==> src/rtl/bin_to_bcd_seq.sv <==
// bin_to_bcd_seq: sequential 32-bit binary to 8-digit packed BCD converter.
// Uses shift-add-3 (double dabble), one bit per clock, with a start/busy/done
// handshake. The result registers hold between conversions, so the downstream
// display never sees intermediate values.
// Optional build macro: BCD_SATURATE_EN. When defined, an out-of-range result
// (value > 99,999,999) is shown as 32'h99999999. Otherwise the low 8 digits
// are shown. The overflow flag is set in both builds.
//
// Handshake: start is sampled only in IDLE, and bin_in is captured on that same
// edge. busy is high from the accepting edge until the publishing edge. done is
// a one-cycle pulse that appears together with the updated bcd_out/overflow.
// A start seen while busy is dropped, not queued.
module bin_to_bcd_seq (
    input  logic        clk,
    input  logic        resetn,
    input  logic        start,
    input  logic [31:0] bin_in,
    output logic        busy,
    output logic        done,
    output logic [31:0] bcd_out,
    output logic        overflow
);

    typedef enum logic [1:0] {
        IDLE  = 2'd0,
        SHIFT = 2'd1,
        DONE  = 2'd2
    } state_t;

    state_t      state;
    logic [31:0] shift_reg;
    // Ten digits wide, so overflow detection is exact for any 32-bit input.
    logic [39:0] scratch;
    logic [5:0]  cnt;
    logic [39:0] adj;
    logic        ovf_det;

    // Add 3 to every scratch digit that is 5 or more. Each digit is a
    // 4-bit add; no carry passes between digits.
    always_comb begin
        adj = scratch;
        for (int i = 0; i < 10; i++) begin
            if (scratch[4*i +: 4] >= 4'd5) begin
                adj[4*i +: 4] = scratch[4*i +: 4] + 4'd3;
            end
        end
    end

    assign ovf_det = |scratch[39:32];

    // Conversion FSM: accept, shift 32 bits, then publish for one cycle.
    always_ff @(posedge clk) begin
        if (!resetn) begin
            state     <= IDLE;
            shift_reg <= 32'h0;
            scratch   <= 40'h0;
            cnt       <= 6'd0;
            busy      <= 1'b0;
            done      <= 1'b0;
            bcd_out   <= 32'h0;
            overflow  <= 1'b0;
        end else begin
            done <= 1'b0;
            case (state)
                IDLE: begin
                    if (start) begin
                        shift_reg <= bin_in;
                        scratch   <= 40'h0;
                        cnt       <= 6'd0;
                        busy      <= 1'b1;
                        state     <= SHIFT;
                    end
                end
                SHIFT: begin
                    // The adjusted scratch shifts left, and the next input bit
                    // (the shift register MSB) enters at the scratch LSB.
                    scratch   <= {adj[38:0], shift_reg[31]};
                    shift_reg <= {shift_reg[30:0], 1'b0};
                    cnt       <= cnt + 6'd1;
                    if (cnt == 6'd31) begin
                        state <= DONE;
                    end
                end
                DONE: begin
`ifdef BCD_SATURATE_EN
                    bcd_out <= ovf_det ? 32'h99999999 : scratch[31:0];
`else
                    bcd_out <= scratch[31:0];
`endif
                    overflow <= ovf_det;
                    done     <= 1'b1;
                    busy     <= 1'b0;
                    state    <= IDLE;
                end
                default: begin
                    state <= IDLE;
                    busy  <= 1'b0;
                end
            endcase
        end
    end

endmodule

==> config.mk <==
export PLATFORM = sky130hd
export DESIGN_NAME = bin_to_bcd_seq
export DESIGN_NICKNAME = d
export VERILOG_FILES = /design/src/rtl/bin_to_bcd_seq.sv
export SDC_FILE = /design/constraint.sdc
export NUM_CORES = 1
export LEC_CHECK = 0
export CORE_ASPECT_RATIO = 2
export CORE_MARGIN = 2
export CORE_UTILIZATION = 45
export DETAILED_ROUTE_END_ITERATION = 8
export PLACE_DENSITY = 0.66
export SLEW_MARGIN = 20
export SYNTH_ARGS = -nofsm -noshare
export SYNTH_HDL_FRONTEND = slang
export SYNTH_SLANG_ARGS = --single-unit
==> constraint.sdc <==
create_clock -name clk -period 1.9 [get_ports clk]
set_clock_uncertainty 0.05 [all_clocks]
set_input_delay 0.38 -clock clk [delete_from_list [all_inputs] [get_ports clk]]
set_output_delay 0.38 -clock clk [all_outputs]
set_load 0.03 [all_outputs]
# After elaboration in Yosys (flattened, before gate mapping)
# Index checks and enable logic that the tools add are counted.
classes:
  n_mux: 22
  order_cmp: 10
  eq_ne: 5
  n_reduce_logical: 6
  addsub: 11
  bitwise_logic: 1
op_table:
  columns: ["op", "n"]
  rows:
  - ["$pmux W40 S2", 1]
  - ["$pmux W32 S2", 1]
  - ["$ge A4 B3 Y1 const B", 10]
  - ["$mux W40", 1]
  - ["$add A4 B2 Y4 const B", 9]
  - ["$mux W4", 9]
  - ["$mux W32", 1]
  - ["$pmux W6 S2", 1]
  - ["$reduce_or A8 Y1", 1]
  - ["$add A6 B1 Y6 const B", 1]
  - ["$eq A6 B5 Y1 const B", 1]
  - ["$mux W6", 1]
  - ["$reduce_and A2 Y1", 3]
  - ["$mux W2", 2]
  - ["$ne A2 B2 Y1 const B", 2]
  - ["$pmux W2 S2", 1]
  - ["$add A3 B2 Y3 const B", 1]
  - ["$mux W3", 1]
  - ["$eq A2 B1 Y1 const B", 1]
  - ["$eq A2 B2 Y1 const B", 1]
  - ["$logic_not A2 Y1", 1]
  - ["$mux W1", 2]
  - ["$pmux W1 S2", 1]
  - ["$reduce_bool A2 Y1", 1]
  - ["$not A1 Y1", 1]
word_totals:
  input_bits: 35
  reg_bits: 115
  output_inout_bits: 35
  word_cells: 63

# Longest topological paths before layout
# Gate-level depths: netlist of run 1.
depth:
  ltp_word: 3
  depth_mapped: 7
  ltp_nobuf: 6

# Worst setup path after synthesis of run 1
# No wires, ideal clock.
synth_path:
  path_type: "flip-flop to flip-flop"
  from: "register scratch[9]"
  to: "register scratch[10]"
  period_less_slack_ns: 1.503
  slack_ns: 0.397
  path_buffers: 0
  setup_ns: 0.069
  required_ns: 1.781
  arrival_time_ns: 1.384
  stages_incl_launch_ff: 7
  cell_sequence: "dfxtp_1 -> inv_1 -> ha_1 -> nand2b_1 -> a21oi_1 -> mux2_2 -> o21ai_1"
synth_between:
  elab_chain_len: 3
  word_cells_on_any_way: 4
  classes_between: "add/sub: 1; order compare: 1; mux: 2"
synth_rtl:
  columns: ["item", "line_no", "rtl"]
  rows:
  - ["start: declaration", "33", "logic [39:0] scratch;"]
  - ["start signal: assignment", "77", "scratch <= {adj[38:0], shift_reg[31]};"]
  - ["$add A4 B2 Y4 or $ge A4 B3 Y1 (tied branches)", "44, 43", null]
  - ["$mux W4 *", "43", "if (scratch[4*i +: 4] >= 4'd5) begin"]
  - ["$pmux W40 S2 *", "64", "case (state)"]
# Every way passes the cells marked *; elsewhere a longest branch is shown, timed or not.
# A chain may end at the register's enable or synchronous reset.

# Worst setup path after layout of run 1
layout_path:
  from: "register bcd_out[2]"
  to: "output port bcd_out[2]"
layout_lines:
  columns: ["item", "line_no", "rtl"]
  rows:
  - ["start: declaration", "20", "output logic [31:0] bcd_out,"]
  - ["start signal: assignment", "88", "bcd_out <= scratch[31:0];"]
# No word-level cell between the ends.

==> results.cfg, run 1 <==
[outcome]
status = finished clean

[synthesis]
ys.flop_type = dfxtp_1
synth.yosys.seq_area_share_pct = 42.5
synth_area_sq_um = 5410
syn_nets = 715
ys_warn_count = 0
avgSynthCellArea_sq_um = 8.24
synthArstFlopShare_pct = 0
synth_edf_count = 0
syn_inst = 657
ys_seq_elements = 115
synth_cell_types = 41

[worst_setup_path]
crit_path_start_kind = flop
cp.arrival_ps = 1420
path_buf_inv = 1
path_max_fanout = 2
crit_family = buffers and inverters
end_kind = output pin
cpPeakStageDelay_ps = 690
criticalPathCategory = flop to output pin
crit_start = bcd_out[2]
crit_chain = clkdlybuf4s50_1
cp.required_ps = 1470
r2r-start = scratch[29]
crit_slowest_cell = clkdlybuf4s50_1

[power_and_ir_drop]
p_leak_nw = 2.42
ir_drop_mv = 0.756
p_per_area_nw_per_um2 = 888

[cts]
post_cts_buffers = 0
clock_path_buffers = 2
cts_tree = done
postCtsHoldBufs = 0
clk_latency_ps = 400
ctsHtreeMaxLevel = 4
clk_pin_slew_ps = 50
cts-root-buf = clkbuf_16
numCtsBuffers = 17
cts-resized-gates = 0
clock_sinks = 115

[global_route]
grt_pass1_vias = 4677
antenna_found_initial = 0
grt_pass1_wl_um = 21000
grt_usage_pct = 20.0
grt_max_degree = 64
grt-ovfl-total = 0

[final_layout]
n_fill_cell = 1057
nNetsFinal = 774
largest_reg_flops = 40
multi_input_area_sq_um = 2810
seq_area_sq_um = 2300
antenna_cells = 0
syn2layout_area_growth_pct = 25.4
drive_above_1_share_pct = 8.67

[place]
dp_hpwl_um = 8620
gp_congestion = 0.772
portBuffers = 69

[routing]
drtIter0Drc = 176
drc_errors = 0
totalWireLength_um = 12600
first_pass_iters = 4
via_per_inst = 5.41
vias = 4714
ant_nets = 0
drt-wirelength-per-cell_um = 14.4

[floorplanning]
die_area_sq_um = 13000
core_sq_um = 11700
die_width_um = 81.6
start_util_pct = 46.3
die_h_um = 159
ios = 70
rows = 56

[sta]
max_freq_ghz = 0.541
report.final.setup_viol = 0
min_period_over_period_pct = 97.3
fin_setup_tns_ps = 0
slew_headroom_pct = 57.5
grt_setup_unrepaired = no
drv_slew = 0
fin_crit_ps = 1850
hold_ws_ps = 400
hold_violations = 0
worst_pin_slew_ps = 636

[job]
maxCapViolCount = 0

[min_path]
min-delay-start = bcd_out[29]
hold_class = flop to flop
==> per-layer routing <==
layer	wire length [um]	track usage [%]	up-vias
li1	-	-	2389
met1	5120	21.5	2233
met2	6870	36.3	76
met3	376	4.25	16
met4	193	8.32	0
met5	0	0	-
==> kinds of logic after synthesis <==
group                    after synthesis  synth area share, %
AO/OA/AOI/OAI                        210                 24.7
AND/OR/NAND/NOR                      210                 16.8
flip-flops                           115                 42.5
buffers and inverters                 70                 5.55
adder cells (fa/ha/maj)               23                 5.32
XOR/XNOR                              19                 3.07
multiplexers                          10                 2.08
==> placed cells by master (no fill, tap or decap), drive strengths merged, types with 24 or more instances in the layout <==
cell type	netlist	layout
a21boi	44	44
a21oi	43	43
clkbuf	20	25
clkdlybuf4s50	0	66
dfxtp	115	115
inv	24	24
nand2	129	129
nor2	32	32
o21ai	73	73
o221ai	31	31
==> cell usage after synthesis, types with 2 or more instances <==
cell	count	share of area (%)
a21boi_0	24	3.3
a21boi_1	20	2.8
a21oi_1	43	4.0
a22oi_1	2	0.28
and2_1	2	0.23
and3_1	2	0.23
buf_1	5	0.35
buf_2	18	1.7
buf_4	2	0.28
clkbuf_1	20	1.4
dfxtp_1	115	43
ha_1	23	5.3
inv_1	22	1.5
inv_2	2	0.14
mux2_2	10	2.1
nand2_1	128	8.9
nand2b_1	11	1.3
nand3_1	14	1.3
nand3b_1	3	0.42
nor2_1	30	2.1
nor2b_1	3	0.35
nor3_1	10	0.92
o21ai_0	51	4.7
o21ai_1	22	2.0
o221ai_1	31	5.0
o22ai_1	3	0.35
o31ai_1	10	1.4
xnor2_1	10	1.6
xor2_1	9	1.5
==> path summary, 6_finish.rpt <==
| check | endpoint | slack (ps) | cells after the start |
|---|---|---|---|
| worst max-delay path | bcd_out[2] | 50 | 1 |
| worst max register to register | scratch[30] | 210 | 6 |
| worst min register to register | bcd_out[29] | 400 | 2 |
| worst min-delay path | bcd_out[29] | 400 | 2 |
==> power breakdown <==
group          leakage [nW]  internal, mW  switching, mW  total, mW
Combinational          1.20         0.190          0.214      0.404
Sequential            0.935          2.49         0.0557       2.55
Clock                 0.283          2.05           1.03       3.08
==> final cells by class <==
| type | instances | share of cell area (%) |
|---|---|---|
| Multi-Input combinational cell | 472 | 41.4 |
| Timing Repair Buffer | 86 | 12.3 |
| Clock inverter | 5 | 1.11 |
| Clock buffer | 25 | 7.30 |
| Tap cell | 145 | 2.67 |
| Inverter | 24 | 1.33 |
| Sequential cell | 115 | 33.9 |
==> stage by stage <==
step                      utilization, %  setup WS [ps]  instance area, sq um  instances  power, mW
after detailed placement            53.1            229                  6220        842       3.00
after floorplan                        -            397                  5410        657       2.84
final                               58.0           51.0                  6790        872       6.03
after global placement              53.1            313                  6220        842       2.99
after global routing                58.0         0.0850                  6790        872       6.25
after CTS                           58.0           4.21                  6790        872       6.09
No activity file was read; power rests on OpenSTA's default activity.
==> inputs of run 2 (changes only) <==
--- a/config.mk
+++ b/config.mk
@@ -10,7 +10,8 @@
 export CORE_UTILIZATION = 45
 export DETAILED_ROUTE_END_ITERATION = 8
 export PLACE_DENSITY = 0.66
-export SLEW_MARGIN = 20
+export REMOVE_ABC_BUFFERS = 1
+export SLEW_MARGIN = 15
 export SYNTH_ARGS = -nofsm -noshare
 export SYNTH_HDL_FRONTEND = slang
 export SYNTH_SLANG_ARGS = --single-unit
==> run 2 against run 1 <==
Net effect: total power rose by 4.7%; sequential power is essentially flat; critical path depth did not move; count of clock-buffer cells in the layout shrank 2; worst setup slack lost 1.8 ps; largest cell class unchanged.
==> results.cfg, run 2 (synthesized netlist as in run 1, its figures left out) <==
[global_route]
grt_pass1_vias = 4883
grt_pass1_wl_um = 22200
grt-ovfl-total = 0
antenna_found_initial = 0
grt_max_degree = 73
grt_usage_pct = 21.7

[floorplanning]
die_width_um = 81.6
die_h_um = 159
rows = 56
core_sq_um = 11700
start_util_pct = 46.3
ios = 70
die_area_sq_um = 13000

[final_layout]
drive_above_1_share_pct = 9.95
syn2layout_area_growth_pct = 27.2
layout_commonest_cell = nand2_1
antenna_cells = 0
nNetsFinal = 779
final_cell_mix = nand2_1 (128), dfxtp_1 (115), clkdlybuf4s50_1 (63), o21ai_0 (51), a21oi_1 (43)
largest_reg_flops = 40
n_fill_cell = 1080
final_area_sq_um = 6890

[place]
portBuffers = 69
dp_slack_ps = 220
gp_congestion = 0.815
postPlaceCellArea_sq_um = 6260
dp_hpwl_um = 9010

[worst_setup_path]
worstRegToRegCells = 6
criticalPathCategory = flop to output pin
cpPeakStageDelay_ps = 670
path_buf_inv = 1
timing.rr.end = scratch[10]
r2r-start = scratch[9]
path_max_fanout = 2
cp.required_ps = 1470
cp.arrival_ps = 1420
crit_start = bcd_out[23]
cp.depth = 1
reg2reg_slack_ps = 170
crit_path_end = bcd_out[23]
crit_chain = clkdlybuf4s50_1
crit_slowest_cell = clkdlybuf4s50_1
crit_family = buffers and inverters
crit_path_start_kind = flop
end_kind = output pin

[cts]
clk_latency_ps = 410
post_cts_buffers = 0
cts-root-buf = clkbuf_16
ctsHtreeMaxLevel = 4
numCtsBuffers = 17
cts_tree = done
postCtsHoldBufs = 0
clock_path_buffers = 2
clock_sinks = 115
clk_pin_slew_ps = 50
cts-resized-gates = 0

[sta]
min_period_over_period_pct = 97.4
report.final.setup_viol = 0
drv_slew = 0
setup_slack_ps = 49.2
slew_headroom_pct = 74.0
max_freq_ghz = 0.540
hold_ws_ps = 319
hold_violations = 0
fin_crit_ps = 1850
worst_pin_slew_ps = 391
grt_setup_unrepaired = no

[routing]
ant_nets = 0
totalWireLength_um = 13300
top_layer = met4
wl_met3_um = 481
drc_errors = 0
first_pass_iters = 4
vias = 4866
via_per_inst = 5.54
drtIter0Drc = 339
drt-met1-wl_um = 5240
drt-wirelength-per-cell_um = 15.1
dr_wl_met2_um = 7390

[power_and_ir_drop]
p_leak_nw = 2.52
p_per_area_nw_per_um2 = 916
ir_drop_mv = 0.824

[min_path]
hold_class = input port to flop

[outcome]
status = finished clean

[job]
maxCapViolCount = 0
==> run 2: metrics by stage <==
step / instances / utilization [%] / total power, mW / TNS, ps
global placement: 847 / 53.5 / 3.01 / 0
detailed placement: 847 / 53.5 / 3.02 / 0
finish: 879 / 58.9 / 6.31 / 0
global route: 879 / 58.9 / 6.55 / 0
CTS: 879 / 58.8 / 6.36 / 0
floorplan: 611 / - / 2.79 / -42390
==> run 2: worst min path at each step <==
stage                 from           to  slack [ps]  cells past startpoint
4_1_cts             resetn  scratch[20]         300                      3
5_1_grt             resetn  scratch[20]         320                      3
3_3_place_gp   scratch[37]  scratch[37]         390                      2
2_1_floorplan  scratch[37]  scratch[37]         380                      2
6_report            resetn  scratch[20]         320                      3
3_5_place_dp   bcd_out[17]  bcd_out[17]         400                      2
==> run 2: where the power goes <==
group	switching, mW	internal (mW)	total (mW)
clock network	1.12	2.23	3.34
logic	0.223	0.200	0.423
registers	0.0577	2.49	2.55
total	1.40	4.91	6.31
==> run 2: worst reg2reg max path: cells and delay by family (launching register included) <==
family          cells  cell delay [ps]
mux                 1              380
simple gates        1              140
compound gates      2              440
buf+inv             1               90
flops               1              370
fa+ha+maj           1              190
==> run 2: area by class of cell <==
class | instances | area [sq um] | share of cell area, %
inverters | 24 | 90.1 | 1.31
repair buffers | 91 | 881 | 12.8
clock inverters | 9 | 125 | 1.82
multi-input cells | 472 | 2810 | 40.8
clock buffers | 23 | 498 | 7.23
well taps | 145 | 181 | 2.63
flip-flops and latches | 115 | 2300 | 33.4
==> run 2: routing by layer <==
| metal | up-vias | global-route usage [%] |
|---|---|---|
| met2 | 108 | 39.8 |
| met4 | 0 | 7.32 |
| met3 | 16 | 6.29 |
| li1 | 2413 | - |
| met1 | 2329 | 22.6 |
| met5 | - | 0 |
